===== src/rtl/alu_issue_unit.sv =====
// Issue/write-back sequencer around an external combinational 32-bit ALU with an 8x32 register file.
// Optional feature: define ALU_ISSUE_BYPASS_EN to accept on the write-back cycle and forward its result.
module alu_issue_unit (
  input  logic        clk,
  input  logic        rst_n,
  input  logic        instr_valid,
  output logic        instr_ready,
  input  logic [10:0] instr,
  input  logic        load_en,
  input  logic [2:0]  load_addr,
  input  logic [31:0] load_data,
  output logic [31:0] alu_a,
  output logic [31:0] alu_b,
  output logic [1:0]  alu_op,
  input  logic [31:0] alu_result,
  output logic        done,
  output logic [2:0]  done_rd,
  output logic [31:0] done_data,
  output logic        load_conflict,
  input  logic [2:0]  dbg_addr,
  output logic [31:0] dbg_data
);

  typedef enum logic [1:0] {
    IDLE  = 2'd0,
    ISSUE = 2'd1,
    WB    = 2'd2
  } state_t;

  state_t      state_r, state_s;
  logic [31:0] rf_r [8];
  logic [2:0]  rd_r;
  logic [31:0] res_r;
  logic [31:0] opa_s, opb_s;
  logic        fire_s, wb_we_s, drop_s;
  logic [2:0]  rs1_s, rs2_s;

  assign rs1_s = instr[5:3];
  assign rs2_s = instr[2:0];

`ifdef ALU_ISSUE_BYPASS_EN
  assign instr_ready = (state_r == IDLE) || (state_r == WB);
`else
  assign instr_ready = (state_r == IDLE);
`endif

  assign fire_s  = instr_valid && instr_ready;
  assign wb_we_s = (state_r == WB) && (rd_r != 3'd0);
  // A load to the register being written back on the same edge loses.
  assign drop_s  = load_en && wb_we_s && (load_addr == rd_r);

  assign dbg_data = (dbg_addr == 3'd0) ? 32'd0 : rf_r[dbg_addr];

  // Next-state logic for the issue sequencer.
  always_comb begin
    state_s = state_r;
    case (state_r)
      IDLE: begin
        if (fire_s) state_s = ISSUE;
        else        state_s = IDLE;
      end
      ISSUE: state_s = WB;
      WB: begin
        if (fire_s) state_s = ISSUE;
        else        state_s = IDLE;
      end
      default: state_s = IDLE;
    endcase
  end

  // Operand selection: array read, r0 forced to zero, optional forwarding of the completing result.
  always_comb begin
    opa_s = (rs1_s == 3'd0) ? 32'd0 : rf_r[rs1_s];
    opb_s = (rs2_s == 3'd0) ? 32'd0 : rf_r[rs2_s];
`ifdef ALU_ISSUE_BYPASS_EN
    if (wb_we_s && (rs1_s == rd_r)) opa_s = res_r;
    else                            opa_s = opa_s;
    if (wb_we_s && (rs2_s == rd_r)) opb_s = res_r;
    else                            opb_s = opb_s;
`endif
  end

  // Register file: load port and write-back port.
  always_ff @(posedge clk) begin
    if (!rst_n) begin
      for (int i = 0; i < 8; i++) rf_r[i] <= 32'd0;
    end else begin
      if (load_en && (load_addr != 3'd0) && !drop_s) rf_r[load_addr] <= load_data;
      if (wb_we_s) rf_r[rd_r] <= res_r;
    end
  end

  // Sequencer state, ALU operand registers, result capture and completion outputs.
  always_ff @(posedge clk) begin
    if (!rst_n) begin
      state_r       <= IDLE;
      alu_a         <= 32'd0;
      alu_b         <= 32'd0;
      alu_op        <= 2'b00;
      rd_r          <= 3'd0;
      res_r         <= 32'd0;
      done          <= 1'b0;
      done_rd       <= 3'd0;
      done_data     <= 32'd0;
      load_conflict <= 1'b0;
    end else begin
      state_r       <= state_s;
      load_conflict <= drop_s;
      done          <= (state_r == ISSUE);
      if (fire_s) begin
        alu_a  <= opa_s;
        alu_b  <= opb_s;
        alu_op <= instr[10:9];
        rd_r   <= instr[8:6];
      end
      if (state_r == ISSUE) begin
        res_r     <= alu_result;
        done_rd   <= rd_r;
        done_data <= alu_result;
      end
    end
  end

endmodule


===== config.mk =====
export PLATFORM = sky130hd
export DESIGN_NAME = alu_issue_unit
export DESIGN_NICKNAME = d
export VERILOG_FILES = /design/src/rtl/alu_issue_unit.sv
export SDC_FILE = /design/constraint.sdc
export NUM_CORES = 1
export LEC_CHECK = 0
export CAP_MARGIN = 20
export CORE_MARGIN = 1
export CORE_UTILIZATION = 51
export DETAILED_ROUTE_END_ITERATION = 10
export HOLD_SLACK_MARGIN = 0.05
export MAX_ROUTING_LAYER = met4
export PLACE_DENSITY_LB_ADDON = 0.05
export SYNTH_ARGS = -nofsm -noshare
export SYNTH_HDL_FRONTEND = slang
export SYNTH_SLANG_ARGS = --single-unit

===== constraint.sdc =====
create_clock -name clk -period 2.6 [get_ports clk]
set_input_delay 0.39 -clock clk [delete_from_list [all_inputs] [get_ports clk]]
set_output_delay 0.39 -clock clk [all_outputs]
set_load 0.02 [all_outputs]

=== After elaboration in Yosys (flattened, before gate mapping) ===
Memory sizes are Yosys's and may differ from the RTL's.
Index checks and enable logic that the tools add are counted.

* Logic and storage cells: 47
* Bits of input ports: 85
* Register bits after elaboration: 108
* Memories: 1
* RAM bits: 256
* Output and inout bits: 136

* Muxes and demuxes: 18
* Equal/unequal tests: 3
* Reduce and logical (&&, ||, !) cells: 16

{| class="wikitable"
|+ Memory list
! memory !! words !! bits a word !! read ports !! clocked after Yosys merged registers in !! write ports !! RTL line !! text
|-
| rf_r || 8 || 32 || 3 || 0 || 8 || 31 || <nowiki>logic [31:0] rf_r [8];</nowiki>
|}

{| class="wikitable"
|+ Operators by type and width
! operator !! count
|-
| 32-bit 2-to-1 mux || 5
|-
| 32-bit OR reduction || 2
|-
| 1-bit 2-to-1 mux || 10
|-
| 3-bit zero test || 3
|-
| 1-bit logical AND || 6
|-
| 3-bit 2-to-1 mux || 2
|-
| 3-bit nonzero test || 2
|-
| 2-bit case mux with 2 select lines || 1
|-
| 3-bit equality test || 1
|-
| 2-bit by 1-bit equality test with 1-bit output (second input constant) || 1
|-
| 2-bit equality test (second input constant) || 1
|-
| 2-bit zero test || 1
|-
| 2-bit OR reduction || 1
|-
| 1-bit zero test || 1
|}

=== Longest topological paths before layout ===
* Word-level depth: 11
* Mapped depth: 9
* Depth with buffers taken out: 4

=== Worst setup path after synthesis ===
No wires, ideal clock.

* Path type: reg2reg
* From: register, netlist name done
* To: memory rf_r[7][0], enable pin
* Cell stages (with the launch flop): 5
* Period minus slack after synthesis: 2.477 ns
* Buffers on the path: 0
* Setup time: 0.396 ns
* Slack: 0.123 ns
* Required time: 2.204 ns
* Arrival time: 2.081 ns
* Path through: dfxtp_1 > and3b_1 > nand2_2 > nor2_1 > a311o_1

{| class="wikitable"
|+ RTL lines
! what !! RTL line
|-
| end: declaration || 31
|}

==> flow_summary.toml <==
[outcome]
outcome = "complete, but fails checks"
violations = "DRC"

[routing]
drtIter0Drc = 2324
drc = 24
routed_wl_mm = 67.8
viasPerCell = 7.19
drt-pass1-iter-count = 9
routedWlPerCell_um = 29.6
ant_nets = 0
vias = 16500

[global_route]
grt_pass1_wl_mm = 99.0
grt_overflow = 0
grt_pass1_vias = 15900
grt_use_total = 0.373
grt_max_degree = 79
grt_antenna_before_repair = 2

[synth]
yosysTopAreaCellShare = 0.363
synth_common_cells = "edfxtp_1, a32o_1, mux2i_1"
synthCells = 1641
yosysTopAreaCell = "edfxtp_1"
syn_area_per_cell_um2 = 11.3
synth_area_um2 = 18500
synth_flop_cell = "edfxtp_1"
yosysMostFrequentCell = "edfxtp_1"
async_reset_ff_frac = 0
synthTopCellsByArea = "edfxtp_1, dfxtp_1, a32o_1"
synth_nets = 1726
yosys_warnings = 0
synth_cell_type_count = 45
synth-edff-count = 224
synth-seq-area-share = 0.479
synth-seq-cells = 331

[setup_path]
cp_data_required_time_ns = 2.21
startpoint_type = "flop"
critPathSlowestCell = "clkdlybuf4s50_1"
worstPathMaxFanout = 3
critPathCaptureType = "output pin"
critPathKind = "reg -> out"
cp_data_arrival_time_ns = 2.19
cp_cell_sequence = "mux4_2 > inv_1 > a21oi_1 > clkdlybuf4s50_1"
max_stage_delay_ns = 0.55
crit_start = "rf_r[7][8]"
rr_startpoint = "done"

[cts]
postCtsSetupBuffers = 0
cts_buffers = 39
root_buffer = "clkbuf_16"
clock_latency_ns = 0.57
cts_max_level = 2
clockBufferDepth = 3
cts_tree = "yes"
cts_hold_buf = 0
cts.sinks = 331
clk_pin_slew_worst_paths_ns = 0.06

[layout]
fin_area_um2 = 23100
synthToLayoutAreaGrowth_pct = 24.5
drive_gt1_frac = 0.153
final_nets = 1886

[floorplanning]
die-area_um2 = 37100
initial_core_util = 0.519
core.rowCount = 69
io_pins = 221
die_y_um = 193
die_w_um = 193
design.core.area_um2 = 35700

[timing]
fin_hold_ws_ns = 0.227
finalSetupViolCount = 0
max_slew_margin = 0.424
setup_slack_ns = 0.0176
fin_skew_ns = 0.0300
hold_viol_final = 0
rsz0062_at_grt = "no"
fmax_mhz = 387
slew_violations = 0
post-route-min-period_ns = 2.58
fin_crit_sh = 0.993
worst_slew_pin_slew_ns = 0.842

[run]
timing.max_cap.violations = 0

[place]
gp_congestion = 0.923
dpl.hpwl_mm = 41.0
placed_cell_area_um2 = 21800
pre_cts_slack_ns = -0.0629
portBuffers = 220

[pwr]
power.density_nw_per_um2 = 615
worst_ir_drop_vdd_v = 0.000490
power_mw = 14.2
p_leak_nw = 8.44

[worst_hold_path]
min_path_type = "in -> reg"
hp-start = "rst_n"
power breakdown:
part           internal (mW)  switching [mW]  total (mW)
registers               5.91           0.281        6.19
logic                   1.04            1.39        2.42
clock network           3.31            2.26        5.57
total                   10.3            3.93        14.2
worst paths after layout:
kind | end | slack, ns | cells past startpoint
worst min register to register | alu_op[0] | 0.46 | 2
worst max register to register | rf_r[6][0] | 0.39 | 5
worst max-delay path | dbg_data[8] | 0.02 | 4
worst min-delay path | alu_a[24] | 0.23 | 3
cell families after synthesis:
group / count (synthesis) / synth area share
flops: 331 / 0.479
mux: 258 / 0.165
buf+inv: 253 / 0.0598
xor+xnor: 2 / 0.00135
simple gates: 234 / 0.0571
compound gates: 563 / 0.238
cells in the final DEF (no fill, tap or decap), drive strengths merged, types with 16 or more instances in the layout:
cell           count
edfxtp           224
a32o             192
mux2i            192
clkdlybuf4s50    186
buf              127
a21oi            115
dfxtp            107
nand2            100
nor2              90
o22ai             62
clkbuf            53
o21ai             42
inv               35
mux4              34
a211oi            33
mux2              32
a221oi            31
o221ai            31
a22o              27
a2111oi           19
dlymetal6s2s      16
state kept, by name (all words and copies together) (netlist names):
register	flops
done_data	32
alu_op	2
done_rd	3
done	1
alu_a	32
rf_r	224
load_conflict	1
rd_r	3
alu_b	32
state_r	1
cell type report:
type	count	area [um^2]
fillers	2853	12600
flip-flops and latches	331	8870
multi-input cells	1057	8680
repair buffers	339	3540
clock buffers	53	1040
well taps	461	577
clock inverters	19	229
inverters	33	125
diodes	1	2.50
what timing repair did:
item | CTS | global route
gates resized for setup | 10 | 17
cloned | 0 | 0
endpoints found under the setup margin | 10 | 16
per-layer routing:
metal	global-route usage	part of all wire	vias up
li1	-	-	6933
met1	0.500	0.39	8111
met2	0.561	0.45	1262
met3	0.0702	0.13	198
met4	0.145	0.035	0
met5	-	0	-
stage by stage:
| stage | TNS (ns) | std cells | utilization |
|---|---|---|---|
| 6_report | 0 | 2294 | 0.647 |
| 5_1_grt | 0 | 2294 | 0.647 |
| 4_1_cts | 0 | 2293 | 0.646 |
| 3_5_place_dp | -0.0645 | 2221 | 0.610 |
| 3_3_place_gp | -0.0558 | 2221 | 0.610 |
| 2_1_floorplan | 0 | 1641 | - |
worst max-delay path: cells and delay by family, from the launching register on:
kind / cells / cell delay [ns]
compound gates: 1 / 0.07
buf+inv: 2 / 0.61
flops: 1 / 0.46
mux: 1 / 0.49
Note: power is estimated with default switching activity, not from simulation.
